==> src/rtl/controlador_banco.sv <==
// rtl/controlador_banco.sv - round-robin sequencer for the 2**SEL x LARGURA register bank
// Optional: define PROTEGE_R0_EN to make R0 a hard-wired zero register.
module controlador_banco #(
   parameter int LARGURA = 16,
   parameter int SEL     = 3
) (
   input  logic                  clock,
   input  logic                  reset,
   input  logic                  req0,
   input  logic                  req1,
   input  logic [1:0]            cmd0,
   input  logic [1:0]            cmd1,
   input  logic [SEL-1:0]        rx0,
   input  logic [SEL-1:0]        rx1,
   input  logic [SEL-1:0]        ry0,
   input  logic [SEL-1:0]        ry1,
   input  logic [LARGURA-1:0]    imm0,
   input  logic [LARGURA-1:0]    imm1,
   output logic                  ack0,
   output logic                  ack1,
   output logic [LARGURA-1:0]    resultado,
   output logic                  concede,
   output logic                  ocupado,
   output logic [SEL-1:0]        controle,
   input  logic [LARGURA-1:0]    dado_lido,
   output logic [LARGURA-1:0]    dado_escrita,
   output logic [(2**SEL)-1:0]   habilita_escrita
);
   localparam int NREG = 2**SEL;
   localparam logic [1:0] CARREGA = 2'b00;
   localparam logic [1:0] MOVE    = 2'b01;
   localparam logic [1:0] TROCA   = 2'b10;
   localparam logic [1:0] LE      = 2'b11;

   typedef enum logic [2:0] {OCIOSO, LER_Y, LER_X, ESCREVE_X, ESCREVE_Y, RESPONDE} estado_t;

   estado_t              estado;
   logic                 ultimo;
   logic [1:0]           cmd;
   logic [SEL-1:0]       rx;
   logic [SEL-1:0]       ry;
   logic [LARGURA-1:0]   temp_x;
   logic [LARGURA-1:0]   temp_y;

   logic                 pedido;
   logic                 escolha;
   logic [1:0]           cmd_sel;
   logic [SEL-1:0]       rx_sel;
   logic [SEL-1:0]       ry_sel;
   logic [LARGURA-1:0]   imm_sel;
   logic [LARGURA-1:0]   lido;

   // When both request, the one not served last wins.
   always_comb begin
      pedido  = req0 | req1;
      escolha = (req0 && req1) ? ~ultimo : req1;
      cmd_sel = escolha ? cmd1 : cmd0;
      rx_sel  = escolha ? rx1  : rx0;
      ry_sel  = escolha ? ry1  : ry0;
      imm_sel = escolha ? imm1 : imm0;
   end

`ifdef PROTEGE_R0_EN
   assign lido = (controle == '0) ? '0 : dado_lido;
`else
   assign lido = dado_lido;
`endif

   function automatic logic [NREG-1:0] um_quente(input logic [SEL-1:0] idx);
      logic [NREG-1:0] v;
      v      = '0;
      v[idx] = 1'b1;
`ifdef PROTEGE_R0_EN
      v[0]   = 1'b0;
`endif
      return v;
   endfunction

   // Outputs are registered: each transition loads the values the next state presents.
   always_ff @(posedge clock or posedge reset) begin
      if (reset) begin
         estado           <= OCIOSO;
         ultimo           <= 1'b1;
         cmd              <= CARREGA;
         rx               <= '0;
         ry               <= '0;
         temp_x           <= '0;
         temp_y           <= '0;
         ack0             <= 1'b0;
         ack1             <= 1'b0;
         resultado        <= '0;
         concede          <= 1'b0;
         ocupado          <= 1'b0;
         controle         <= '0;
         dado_escrita     <= '0;
         habilita_escrita <= '0;
      end else begin
         habilita_escrita <= '0;
         ack0             <= 1'b0;
         ack1             <= 1'b0;
         case (estado)
            OCIOSO: begin
               if (pedido) begin
                  cmd     <= cmd_sel;
                  rx      <= rx_sel;
                  ry      <= ry_sel;
                  concede <= escolha;
                  ultimo  <= escolha;
                  ocupado <= 1'b1;
                  case (cmd_sel)
                     CARREGA: begin
                        estado           <= ESCREVE_X;
                        controle         <= rx_sel;
                        dado_escrita     <= imm_sel;
                        habilita_escrita <= um_quente(rx_sel);
                     end
                     MOVE, TROCA: begin
                        estado   <= LER_Y;
                        controle <= ry_sel;
                     end
                     default: begin
                        estado   <= LER_X;
                        controle <= rx_sel;
                     end
                  endcase
               end
            end
            LER_Y: begin
               temp_y   <= lido;
               controle <= rx;
               if (cmd == TROCA) begin
                  estado <= LER_X;
               end else begin
                  estado           <= ESCREVE_X;
                  dado_escrita     <= lido;
                  habilita_escrita <= um_quente(rx);
               end
            end
            LER_X: begin
               temp_x <= lido;
               if (cmd == LE) begin
                  resultado <= lido;
                  estado    <= RESPONDE;
                  controle  <= '0;
                  ack0      <= ~concede;
                  ack1      <= concede;
               end else begin
                  estado           <= ESCREVE_X;
                  controle         <= rx;
                  dado_escrita     <= temp_y;
                  habilita_escrita <= um_quente(rx);
               end
            end
            ESCREVE_X: begin
               if (cmd == TROCA) begin
                  estado           <= ESCREVE_Y;
                  controle         <= ry;
                  dado_escrita     <= temp_x;
                  habilita_escrita <= um_quente(ry);
               end else begin
                  estado   <= RESPONDE;
                  controle <= '0;
                  ack0     <= ~concede;
                  ack1     <= concede;
               end
            end
            ESCREVE_Y: begin
               estado   <= RESPONDE;
               controle <= '0;
               ack0     <= ~concede;
               ack1     <= concede;
            end
            RESPONDE: begin
               estado  <= OCIOSO;
               ocupado <= 1'b0;
            end
            default: begin
               estado   <= OCIOSO;
               ocupado  <= 1'b0;
               controle <= '0;
            end
         endcase
      end
   end
endmodule

==> config.mk <==
export PLATFORM = sky130hd
export DESIGN_NAME = controlador_banco
export DESIGN_NICKNAME = d
export VERILOG_FILES = /design/src/rtl/controlador_banco.sv
export SDC_FILE = /design/constraint.sdc
export NUM_CORES = 1
export LEC_CHECK = 0
export CELL_PAD_IN_SITES_DETAIL_PLACEMENT = 0
export CELL_PAD_IN_SITES_GLOBAL_PLACEMENT = 2
export CORE_MARGIN = 2
export CORE_UTILIZATION = 33
export DETAILED_ROUTE_END_ITERATION = 7
export HOLD_SLACK_MARGIN = 0.03
export PLACE_DENSITY = 0.87
export SETUP_SLACK_MARGIN = 0.15
export SYNTH_ARGS = -nofsm -noshare
export SYNTH_HDL_FRONTEND = slang
export SYNTH_SLANG_ARGS = --single-unit
==> constraint.sdc <==
create_clock -name clock -period 4.55 [get_ports clock]
set_clock_uncertainty 0.1 [all_clocks]
set_input_delay 0.91 -clock clock [delete_from_list [all_inputs] [get_ports clock]]
set_output_delay 0.91 -clock clock [all_outputs]
set_load 0.02 [all_outputs]
==> flow_summary.yaml, run 1 <==
sta:
  rsz0062_at_grt: "false"
  drv_slew: 0
  finalWorstSetupSlack_ps: 1240
  hold_viol_final: 0
  period_share_pct: 72.8
  max_freq_mhz: 302
  worstMarginPinSlew_ps: 1120
  relSlewSlack_pct: 25.3
  post-route-min-period_ps: 3310
  tns_ps: 0
  setup_viol_count_final: 0
clock_tree:
  cts_max_path_buffers: 2
  clk_pin_slew_ps: 70
  cts_sinks: 91
  cts_htree_levels: 3
  clk-insertion-delay-late_ps: 350
  cts_tree: "yes"
  cts_root_buf: "clkbuf_16"
  post_cts_resized: 0
  post_cts_buffers: 0
  ctsHoldBuffers: 0
  cts_buffers: 9
detailed_routing:
  drt_first_pass_iters: 5
  ant_nets: 0
  dr.first_iter.drc_count: 359
  via_count: 3516
  post_drt_wl_per_cell_um: 17.0
  drt-total-wl_um: 11900
  vias_per_cell: 5.03
  drc: 0
setup_path:
  critPathArrivalTime_ps: 3400
  reg2regPathDepth: 6
  required_ps: 4640
  cp_top_family: "compound AO/OA/AOI/OAI gates"
  timing.critical_path.buf_inv: 1
  crit_path_max_incr_delay_ps: 700
  path_cells: "clkdlybuf4s50_1 -> a21boi_4 -> mux2i_1 -> ha_1 -> o21ai_0 -> a221o_1 -> nand2_1 -> o21ai_0"
  crit_top_cell: "o21ai_0"
  r2r_end: "habilita_escrita[7]"
  startpoint_type: "primary input"
  r2r_start: "estado[1]"
  crit_path_end_kind: "flip-flop"
  r2r_slack_ps: 1760
  path_max_fanout: 32
  cp_slowest_cell: "a221o_1"
  path_class: "primary input to flip-flop"
status:
  status: "finished clean"
cells_and_area:
  instances_no_fill: 699
  multi_input_area_um2: 2090
  n_antenna_cell: 0
  synthToLayoutAreaGrowth_pct: 34.6
  fillers: 1258
  fin_area_um2: 6100
  nNetsFinal: 588
  layout-drive-gt1-share_pct: 18.4
  ff_latch_area_um2: 2280
die:
  die_h_um: 121
  dieArea_um2: 14700
  core_um2: 13300
  fp-row-count: 42
  die_x_um: 121
  start_util_pct: 34.0
  io_pins: 115
global_routing:
  grt_usage_pct: 16.7
  grt_pass1_vias: 3422
  gr-total-overflow: 0
  grt_pass1_wl_um: 18800
  grt_max_degree: 77
  antenna_found_initial: 0
yosys:
  syn_nets: 483
  synthFlopType: "dfrtp_1"
  yosys_register_bits: 91
  synth_cells: 413
  ys_warn_count: 0
  seq_area_frac_synth_pct: 50.2
  synth_area_um2: 4530
  synthArstFlopShare_pct: 100
  synth_edf_count: 0
  syn_avg_cell_area_um2: 11.0
  synth_cell_types: 42
worst_hold_path:
  whs_endpoint: "dado_escrita[12]"
  hold_class: "flip-flop to flip-flop"
  min_from: "dado_escrita[12]"
  hold_depth: 2
placement:
  numPortBuffers: 114
  gp_routability_congestion: 0.851
  post-place-ws_ps: 865
  post-place-cells: 683
  dpl.hpwl_um: 8320
  place_area_um2: 5800
power:
  leakage_nw: 2.54
  powerDensity_nw_per_um2: 691
  peakVddDrop_uv: 255
run:
  cap_violations: 0
## logic make-up after synthesis
group                      share of synthesized area (%)
muxes                                               21.4
DFF                                                 50.2
xor gates and xnor gates                           0.193
and+or+nand+nor                                     10.9
buffers and inverters                               3.56
AOI/OAI and AO/OA                                   13.1
adders and majority gates                          0.552
## area by class of cell
class	count	area share, %
inverters	6	0.410
clock inverters	7	1.35
clock buffers	9	3.69
flip-flops and latches	91	37.3
repair buffers	119	19.3
multi-input cells	291	34.3
well taps	176	3.61
## cells in the final DEF (no fill, tap or decap), types with 9 or more instances in the layout
| cell type | instances |
|---|---|
| dfrtp_1 | 90 |
| mux2_2 | 65 |
| nor2_1 | 28 |
| mux2i_1 | 24 |
| o21ai_0 | 34 |
| a21oi_1 | 24 |
| o22ai_1 | 16 |
| clkdlybuf4s50_1 | 114 |
| nand2_1 | 40 |
| clkbuf_16 | 9 |
## synth_stat cells, types with 2 or more instances
cell | n | area, um2
dfrtp_1 | 90 | 2250
mux2_2 | 65 | 732
nand2_1 | 40 | 150
o21ai_0 | 35 | 175
nor2_1 | 28 | 105
a21oi_1 | 24 | 120
mux2i_1 | 24 | 240
o22ai_1 | 16 | 100
buf_2 | 12 | 60.1
clkbuf_1 | 6 | 22.5
inv_1 | 6 | 22.5
a22oi_1 | 5 | 37.5
nand2b_1 | 5 | 31.3
nor2b_1 | 5 | 31.3
nor3_1 | 5 | 25.0
a221oi_1 | 4 | 35.0
buf_4 | 4 | 30.0
nand3_1 | 4 | 20.0
a221o_1 | 3 | 30.0
nand3b_1 | 3 | 22.5
a21o_1 | 2 | 15.0
a32oi_1 | 2 | 17.5
buf_6 | 2 | 22.5
ha_1 | 2 | 25.0
nor2_2 | 2 | 12.5
nor3_4 | 2 | 32.5
o31ai_1 | 2 | 15.0
## worst min-delay path: stages (launching register included)
cell     delay [ps]
dfrtp_1         340
nand2_1          50
o21ai_0          60
## registers in the layout, indices dropped and copies added, names as in the netlist
register / count
resultado: 16
controle: 3
ocupado: 1
dado_escrita: 16
temp_y: 16
habilita_escrita: 8
ry: 3
ack1: 1
estado: 3
concede: 1
ultimo: 1
temp_x: 16
cmd: 2
rx: 3
ack0: 1
## routing by layer
layer | wire length, um | global-route usage (%)
met5 | 0 | 0
met4 | 161 | 5.17
met3 | 870 | 3.85
met2 | 5470 | 24.6
met1 | 5360 | 24.4
## per-stage QoR
step | hold WS (ps) | util (%) | power [mW]
final | 384 | 45.7 | 4.22
after global routing | 414 | 45.7 | 4.52
after CTS | 388 | 45.7 | 4.26
after detailed placement | 372 | 43.4 | 3.46
after global placement | 365 | 43.4 | 3.40
after floorplan | 378 | - | 2.75
## worst max-delay path by stage
stage	from	endpoint	slack [ps]	depth (start not counted)
floorplan	reset	ack0	1180	1
global placement	req1	dado_escrita[11]	990	8
detailed placement	req1	dado_escrita[2]	860	8
CTS	req1	dado_escrita[2]	1240	8
global route	req1	dado_escrita[10]	950	8
finish	req1	dado_escrita[2]	1240	8
## report_power, final
part	internal (mW)	total (mW)	switching (mW)
Combinational	0.930	1.96	1.03
Clock	0.435	0.778	0.343
Sequential	1.19	1.48	0.291
Total	2.56	4.22	1.66
Power figures use the tool's default switching activity.
==> inputs of run 2 (changes only) <==
CORE_UTILIZATION = 28   (was 33)
PLACE_DENSITY = 0.79   (was 0.87)
clock period = 2.9 ns   (was 4.55 ns; I/O delays follow)
==> flow_summary.yaml, run 2 (synthesis results as in run 1) <==
status:
  status: "finished clean"
setup_path:
  r2r_slack_ps: 700
  cp.depth: 8
  crit_top_cell: "o21ai_0"
  path_class: "primary input to flip-flop"
  critPathArrivalTime_ps: 2710
  timing.critical_path.buf_inv: 2
  r2r_start: "ultimo"
  required_ps: 3060
  path_max_fanout: 32
  cp_top_family: "compound AO/OA/AOI/OAI gates"
  cp_slowest_cell: "clkdlybuf4s50_1"
  r2r_end: "dado_escrita[13]"
  reg2regPathDepth: 7
  crit_path_max_incr_delay_ps: 480
  startpoint_type: "primary input"
  crit_path_end_kind: "flip-flop"
  path_cells: "clkdlybuf4s50_1 -> a21boi_4 -> mux2i_1 -> ha_1 -> o21ai_0 -> a221o_1 -> buf_12 -> o21ai_0"
cells_and_area:
  fin_util_pct: 39.4
  synthToLayoutAreaGrowth_pct: 37.7
  layout_commonest_cell: "clkdlybuf4s50_1"
  fin_area_um2: 6240
  n_antenna_cell: 0
  nNetsFinal: 597
  layout-drive-gt1-share_pct: 19.5
  final_cell_mix: "clkdlybuf4s50_1, dfrtp_1, mux2_2"
global_routing:
  grt_util_met2_pct: 21.8
  grt_use_met3_pct: 3.40
  grt_max_degree: 92
  grt_usage_pct: 14.0
  gr-total-overflow: 0
  antenna_found_initial: 0
  grt_pass1_wl_um: 18900
  top_usage_layer: "met2"
  grt_use_met1_pct: 19.2
  grt_pass1_vias: 3506
sta:
  tns_ps: 0
  drv_slew: 0
  rsz0062_at_grt: "false"
  post-route-min-period_ps: 2550
  max_freq_mhz: 392
  setup_viol_count_final: 0
  whs_ps: 381
  relSlewSlack_pct: 53.4
  worstMarginPinSlew_ps: 699
  period_share_pct: 87.9
  hold_viol_final: 0
worst_hold_path:
  hold_class: "flip-flop to flip-flop"
  hold_depth: 2
  min_from: "dado_escrita[6]"
  whs_endpoint: "dado_escrita[6]"
die:
  dieArea_um2: 17200
  die_x_um: 131
  fp-row-count: 46
  io_pins: 115
  core_um2: 15800
  die_h_um: 131
  start_util_pct: 28.6
placement:
  place_area_um2: 5940
  numPortBuffers: 114
  dpl.hpwl_um: 8440
  gp_routability_congestion: 0.770
power:
  internal-power_mw: 4.11
  power.share.combinational_pct: 48.2
  power_switching_mw: 2.57
  leakage_nw: 2.59
  p_seq_share_pct: 33.9
  finalPower_mw: 6.68
  powerDensity_nw_per_um2: 1070
  switching_share_pct: 38.5
  power_frac_clock_pct: 17.9
  peakVddDrop_uv: 374
detailed_routing:
  drt-total-wl_um: 11900
  drt_first_pass_iters: 4
  post_drt_wl_per_cell_um: 15.9
  drc: 0
  vias_per_cell: 4.70
  via_count: 3515
  dr.first_iter.drc_count: 198
  ant_nets: 0
clock_tree:
  post_cts_buffers: 0
  cts_tree: "yes"
  clk-insertion-delay-late_ps: 350
  cts_max_path_buffers: 2
  cts_root_buf: "clkbuf_16"
  ctsHoldBuffers: 0
  post_cts_resized: 0
  cts_sinks: 91
  clk_pin_slew_ps: 60
  cts_buffers: 9
  cts_htree_levels: 3
run:
  cap_violations: 0
## run 2: stage by stage
stage,setup slack (ps),cells
after floorplan,419,413
after global placement,65.8,732
after detailed placement,-54.1,732
after CTS,332,748
after global routing,191,748
final,350,748
## run 2: worst max path at each step
stage | from | to | slack (ps)
2_1_floorplan | req1 | dado_escrita[10] | 420
3_5_place_dp | req1 | dado_escrita[13] | -50
3_3_place_gp | req1 | dado_escrita[8] | 70
4_1_cts | req1 | dado_escrita[13] | 330
6_report | req1 | dado_escrita[13] | 350
5_1_grt | req1 | dado_escrita[3] | 190
## run 2: power groups by stage
stage | Clock [mW] | Sequential (mW) | Combinational [mW]
finish | 1.20 | 2.26 | 3.22
global route | 1.29 | 2.35 | 3.50
CTS | 1.24 | 2.27 | 3.26
detailed placement | 0 | 2.29 | 3.25
global placement | 0 | 2.27 | 3.19
floorplan | 0 | 2.48 | 1.83
## run 2: area by class of cell
class,instances,area (um2)
Clock buffer,11,243
Clock inverter,5,60.1
Inverter,6,26.3
Fill cell,1537,9580
Timing Repair Buffer,128,1270
Sequential cell,91,2280
Tap cell,216,270
Multi-Input combinational cell,291,2090
## run 2: layer usage
layer / vias to the layer above / part of all wire [%]
li1: 1714 / -
met1: 1696 / 48
met2: 93 / 46
met3: 12 / 5.4
met4: 0 / 1.4
met5: - / 0
## run 2: tightest hold or removal path, cell delays in order, from the launching register on
cell     delay [ps]
dfrtp_1         340
nand2_1          50
o21ai_0          60
==> inputs of run 3 (changes only) <==
CORE_ASPECT_RATIO = 0.6   (was unset)
==> flow_summary.yaml, run 3 (synthesis results as in run 1) <==
status:
  status: "finished clean"
power:
  peakVddDrop_uv: 332
  powerDensity_nw_per_um2: 1090
  leakage_nw: 2.62
  finalPower_mw: 6.82
setup_path:
  cp_top_family: "compound AO/OA/AOI/OAI gates"
  cp_slowest_cell: "clkdlybuf4s50_1"
  required_ps: 3020
  crit_top_cell: "o21ai_0"
  path_class: "primary input to flip-flop"
  path_cells: "clkdlybuf4s50_1 -> a21boi_4 -> mux2i_1 -> ha_1 -> o21ai_0 -> a221o_1 -> buf_12 -> nand2_1 -> o21ai_0"
  path_max_fanout: 32
  crit_path_max_incr_delay_ps: 480
  timing.critical_path.buf_inv: 2
  critPathArrivalTime_ps: 2550
  startpoint_type: "primary input"
  crit_path_end_kind: "flip-flop"
run:
  cap_violations: 0
global_routing:
  grt_pass1_wl_um: 20300
  antenna_found_initial: 0
  grt_pass1_vias: 3528
  grt_usage_pct: 15.5
  grt_max_degree: 92
  gr-total-overflow: 0
clock_tree:
  post_cts_buffers: 0
  post_cts_resized: 0
  cts_buffers: 9
  cts_sinks: 91
  cts_max_path_buffers: 2
  cts_root_buf: "clkbuf_16"
  clk-insertion-delay-late_ps: 350
  clk_pin_slew_ps: 70
  cts_htree_levels: 3
  cts_tree: "yes"
  ctsHoldBuffers: 0
die:
  io_pins: 115
  dieArea_um2: 17300
  core_um2: 15600
  start_util_pct: 29.1
  fp-row-count: 35
  die_x_um: 168
  die_h_um: 103
sta:
  period_share_pct: 83.6
  worstMarginPinSlew_ps: 620
  setup_viol_count_final: 0
  relSlewSlack_pct: 58.3
  post-route-min-period_ps: 2420
  tns_ps: 0
  drv_slew: 0
  max_freq_mhz: 412
  whs_ps: 389
  hold_viol_final: 0
  rsz0062_at_grt: "false"
cells_and_area:
  fin_util_pct: 40.2
  fillers: 1524
  layout-drive-gt1-share_pct: 20.5
  nNetsFinal: 602
  synthToLayoutAreaGrowth_pct: 38.3
  layout_commonest_cell: "clkdlybuf4s50_1"
  final_cell_mix: "clkdlybuf4s50_1, dfrtp_1, mux2_2"
  ff_latch_area_um2: 2280
  multi_input_area_um2: 2090
  n_antenna_cell: 0
worst_hold_path:
  hold_class: "flip-flop to flip-flop"
detailed_routing:
  via_count: 3592
  vias_per_cell: 4.85
  dr.first_iter.drc_count: 201
  drc: 0
  drt_first_pass_iters: 5
  drt-total-wl_um: 12900
  ant_nets: 0
  post_drt_wl_per_cell_um: 17.5
placement:
  numPortBuffers: 114
  gp_routability_congestion: 0.870
  dpl.hpwl_um: 9660
## run 3: power breakdown
part	switching [mW]	internal, mW	total (mW)	leakage, nW
combinational	1.72	1.56	3.28	1.35
clock	0.532	0.682	1.21	0.145
sequential	0.455	1.87	2.32	1.12
total	2.71	4.12	6.82	2.62
## run 3: layout make-up
| type | instances | area share, % |
|---|---|---|
| Timing Repair Buffer | 133 | 20.9 |
| Sequential cell | 91 | 36.3 |
| Tap cell | 203 | 4.05 |
| Clock inverter | 7 | 1.32 |
| Inverter | 6 | 0.419 |
| Multi-Input combinational cell | 291 | 33.4 |
| Clock buffer | 9 | 3.59 |
## run 3: layer usage
layer  global-route usage (%)  wire length [um]  vias up
met3                     3.88               870        9
met2                     20.1              4970      119
met4                     3.12                93        0
met1                     25.3              7010     1745
met5                        0                 0        -
li1                         -                 -     1719
## run 3: metrics by stage
stage               instance area, um2  setup WS, ps  cells
finish                            6270           476    740
global route                      6270           328    740
CTS                               6270           483    740
detailed placement                5960           107    724
global placement                  5960           170    724
floorplan                         4540           419    413
## run 3: path summary, 6_finish.rpt
path	endpoint	slack, ps	cells after the start	from
worst max-delay path	dado_escrita[6]	480	9	req1
worst min-delay path	ocupado	390	1	ocupado
worst max register to register	dado_escrita[8]	700	7	estado[0]
worst min register to register	ocupado	390	1	ocupado
max in group asynchronous	temp_y[4]	1690	3	reset
min in group asynchronous	dado_escrita[5]	620	3	reset
==> edit 1, RTL diff (config.mk and constraints of run 2) <==
The 6 values of `estado_t` get a one-hot encoding in 6 bits.
--- a/src/rtl/controlador_banco.sv
+++ b/src/rtl/controlador_banco.sv
@@ -33,5 +33,5 @@
    localparam logic [1:0] LE      = 2'b11;
 
-   typedef enum logic [2:0] {OCIOSO, LER_Y, LER_X, ESCREVE_X, ESCREVE_Y, RESPONDE} estado_t;
+   typedef enum logic [5:0] {OCIOSO = 6'b000001, LER_Y = 6'b000010, LER_X = 6'b000100, ESCREVE_X = 6'b001000, ESCREVE_Y = 6'b010000, RESPONDE = 6'b100000} estado_t;
 
    estado_t              estado;
Check against the original RTL: same outputs for any inputs over 10 cycles, from zero or initial values and one cycle with reset high; not proved beyond that.
==> edit 1 against run 2 <==
- cell area increased by 6.1%
- non-clock buffer count increased by 9
- sequential cell count increased by 3
- via count increased by 16%
- count of clock-buffer cells in the layout shrank 2
- synthesized area is 7.3% higher
- hold slack got worse by 0.0023 ns
- setup slack better by 0.0086 ns
- core utilization down 0.76 points
- total power increased by 3.7%
- routed wire length increased by 18%
- critical endpoint is now dado_escrita[4]$_DFFE_PP0P_
==> edit 1: results <==
[status]
status = "complete, no violations"

[critical_path]
reg2reg_slack_ns = 0.57
critPathMaxFanout = 16
r2r_end = "dado_escrita[4]$_DFFE_PP0P_"
critPathTopFamily = "buffers and inverters"
slowest_stage = "clkdlybuf4s50_1"
cp_data_arrival_time_ns = 2.68

[placed_design]
dp_hpwl_mm = 10.30
post-place-cells = 812
gp_congestion = 0.8501

[routing]
dr_wl_met3_um = 904
highest_layer = "met4"
vias_per_cell = 4.917
routedWlPerCell_um = 16.97
drt-total-wl_mm = 14.05
dr_wl_met2_mm = 6.488
dr.pass1.iters = 4
drt_first_iter_violations = 255
wl_met1_mm = 6.411

[pwr]
ir_worst_vdd_v = 0.0003817
pg_clk_mw = 1.26
power_switching_mw = 2.705
seqPwrFrac_pct = 34.6
p_leak_nw = 2.839

[finish]
finalNetCount = 668
drive_gt1_share_pct = 13.76

[yosys]
syn_nets = 551
synthTopCellsByCount = "nand2_1, dfrtp_1, mux2i_1"
synthTopCellsByArea = "dfrtp_1, nand2_1, mux2i_1"
synthXorXnorAreaFrac_pct = 0.3599
synth_compound_area_share_pct = 12.88
synthMuxAreaShare_pct = 14.78
synth_seq_area_share_pct = 48.38
synthAdderAreaFrac_pct = 0.5141
synth-main-ff-cell = "dfrtp_1"
synth_warnings = 0
synth.avg_cell_area_sq_um = 10.12
synthDistinctLibCells = 64

[hold_path]
min_to = "temp_x[15]$_DFFE_PP0P_"
hold_start = "temp_x[15]$_DFFE_PP0P_"
hold_path_class = "register to register"

[grt]
grt_pass1_wl_mm = 22.34
antenna_found_initial = 0
first_global_vias = 4188
grt_usage_pct = 15.70
grt_use_met2_pct = 24.92
grt_max_degree = 41
grt.met1_usage_pct = 21.02
use_met3_pct = 3.505

[clock_network]
clock-root-buffer = "clkbuf_16"
clock_latency_ns = 0.35
clkTransAtPathRegs_ns = 0.08

[sta]
worst_pin_slew_ns = 0.6385
hold_slack_ns = 0.3787

[flow_run]
drv_cap = 0
## edit 1: cell types whose count changed after synthesis, moves of 4 or more
cell,delta
o21ai_0,-18
nor2_1,-20
mux2_1,+10
a21oi_1,-15
and2_1,+4
o211ai_1,+17
mux2_4,+10
o22ai_1,-16
and3_1,+4
mux2_2,-50
a22oi_1,+10
nand2_1,+102
## edit 1: metrics by stage
stage	instance area (sq um)	setup slack (ns)	total power, mW
CTS	6623	0.3602	7.026
floorplan	4871	0.1701	4.484
finish	6623	0.3590	6.931
detailed placement	6311	-0.02617	5.731
global placement	6311	0.08156	5.644
global route	6623	0.2471	7.411
## edit 1: layout make-up
cell class                 instances  area [sq um]
clock inverter                     7         86.33
clock buffer                       9         225.2
timing repair buffer             137          1351
inverter                           5         22.52
multi-input combinational        351          2301
sequential                        94          2355
tap                              225         281.5
fill                            1676         10490
## edit 1: tightest hold or removal path: cells and delay by family (launching register included)
family | cells | cell delay (ns)
flip-flops | 1 | 0.34
AND/OR/NAND/NOR | 2 | 0.11
==> edit 2, RTL diff (flow settings as in run 2) <==
Made on the original files. The parameter `LARGURA` goes from 16 to 18.
--- a/src/rtl/controlador_banco.sv
+++ b/src/rtl/controlador_banco.sv
@@ -2,5 +2,5 @@
 // Optional: define PROTEGE_R0_EN to make R0 a hard-wired zero register.
 module controlador_banco #(
-   parameter int LARGURA = 16,
+   parameter int LARGURA = 18,
    parameter int SEL     = 3
 ) (
Interface: changed (5 resized); port bits go from 115 to 125. The function was not compared with the original's and may differ.
==> edit 2 against run 2 <==
- total power grew 15%
- setup slack lost 0.11 ns
- final cell count up 3.3%
- combinational power rose by 21%
- register-to-register slack worse by 0.08 ns
- synthesized cell count fell by 0.48%
- synthesized area is 11% higher
- via count is 9.4% higher
- highest routed layer unchanged
- clock power grew 7%
- sequential cell count grew 8
- cell area is 11% higher
- critical path depth unchanged
- routed wire length increased by 16%
==> edit 2: results <==
[finish]
nClkBuffers = 13
multiInputGateArea_sq_um = 2415
nonClockInverterCount = 7
instances_no_fill = 773
num-multi-input-gates = 279
seq_area_sq_um = 2479
buffer_area_share_pct = 20.36

[yosys]
synthTopCellsByCount = "dfrtp_1, mux2_2, mux2i_1"
synth-seq-cells = 99
synthXorXnorAreaFrac_pct = 0.1747
synthDistinctLibCells = 50
synthAdderAreaFrac_pct = 0.4990
syn_nets = 487
synth_compound_area_share_pct = 13.42
synth_seq_area_share_pct = 49.43
synthTopCellsByArea = "dfrtp_1, mux2_2, mux2i_1"

[placed_design]
post-place-cells = 757
port_buffers = 124
gp_congestion = 0.8771

[critical_path]
critPathMaxFanout = 9
reg2reg_slack_ns = 0.62
r2r_end = "dado_escrita[14]$_DFFE_PP0P_"
cp_data_arrival_time_ns = 2.79
timing.critical_path.to = "dado_escrita[14]$_DFFE_PP0P_"

[grt]
grt.met1_usage_pct = 18.58
grt_use_met2_pct = 25.51
first_global_vias = 4020

[pwr]
pg_clk_mw = 1.28
seqPwrFrac_pct = 32.7
power_switching_mw = 2.811

[hold_path]
hold_path_class = "primary input to async pin"

[status]
status = "complete, no violations"

[routing]
routedWlPerCell_um = 17.83
drt_first_iter_violations = 99
## edit 2: cell types whose count changed after synthesis, sizes merged, moves of 17 or more
cell and change:
a2bb2oi +36, mux2i +22, nand2 -20, nor2 -17, o21ai -22
## edit 2: per-stage QoR
step           setup TNS, ns  hold slack (ns)  worst slack (ns)  total power [mW]  area, sq um
4_1_cts                    0           0.3617            0.2472             7.804         6943
2_1_floorplan              0           0.3643           0.07451             5.045         5046
3_5_place_dp          -1.999           0.3825           -0.1243             6.492         6619
3_3_place_gp         -0.8578           0.3752          -0.05651             6.367         6619
6_report                   0           0.3751            0.2385             7.706         6943
5_1_grt                    0           0.3907            0.1286             8.222         6943
## edit 2: worst max-delay path, stage by stage
cell and delay [ns]:
clkdlybuf4s50_1 0.48, a21boi_4 0.25, mux2i_2 0.30, ha_2 0.25
a21boi_2 0.08, a2111oi_4 0.22, buf_4 0.26, mux2_2 0.35
## edit 2: kinds of logic (layout without fill, tap and decap cells)
group	count (synthesis)	count (layout)
buf+inv	33	170
flops	99	99
mux	120	120
simple gates	72	72
xor+xnor	1	1
compound gates	84	84
fa+ha+maj	2	2
## edit 2: how the worst min path moves through the flow
stage	startpoint	endpoint	slack (ns)	depth (start not counted)
after CTS	reset	dado_escrita[15]$_DFFE_PP0P_	0.36	2
after detailed placement	dado_escrita[17]$_DFFE_PP0P_	dado_escrita[17]$_DFFE_PP0P_	0.38	1
after floorplan	rx[0]$_DFFE_PP0P_	rx[0]$_DFFE_PP0P_	0.36	2
final	reset	dado_escrita[14]$_DFFE_PP0P_	0.38	2
after global routing	reset	dado_escrita[15]$_DFFE_PP0P_	0.39	2
after global placement	dado_escrita[17]$_DFFE_PP0P_	dado_escrita[17]$_DFFE_PP0P_	0.38	1
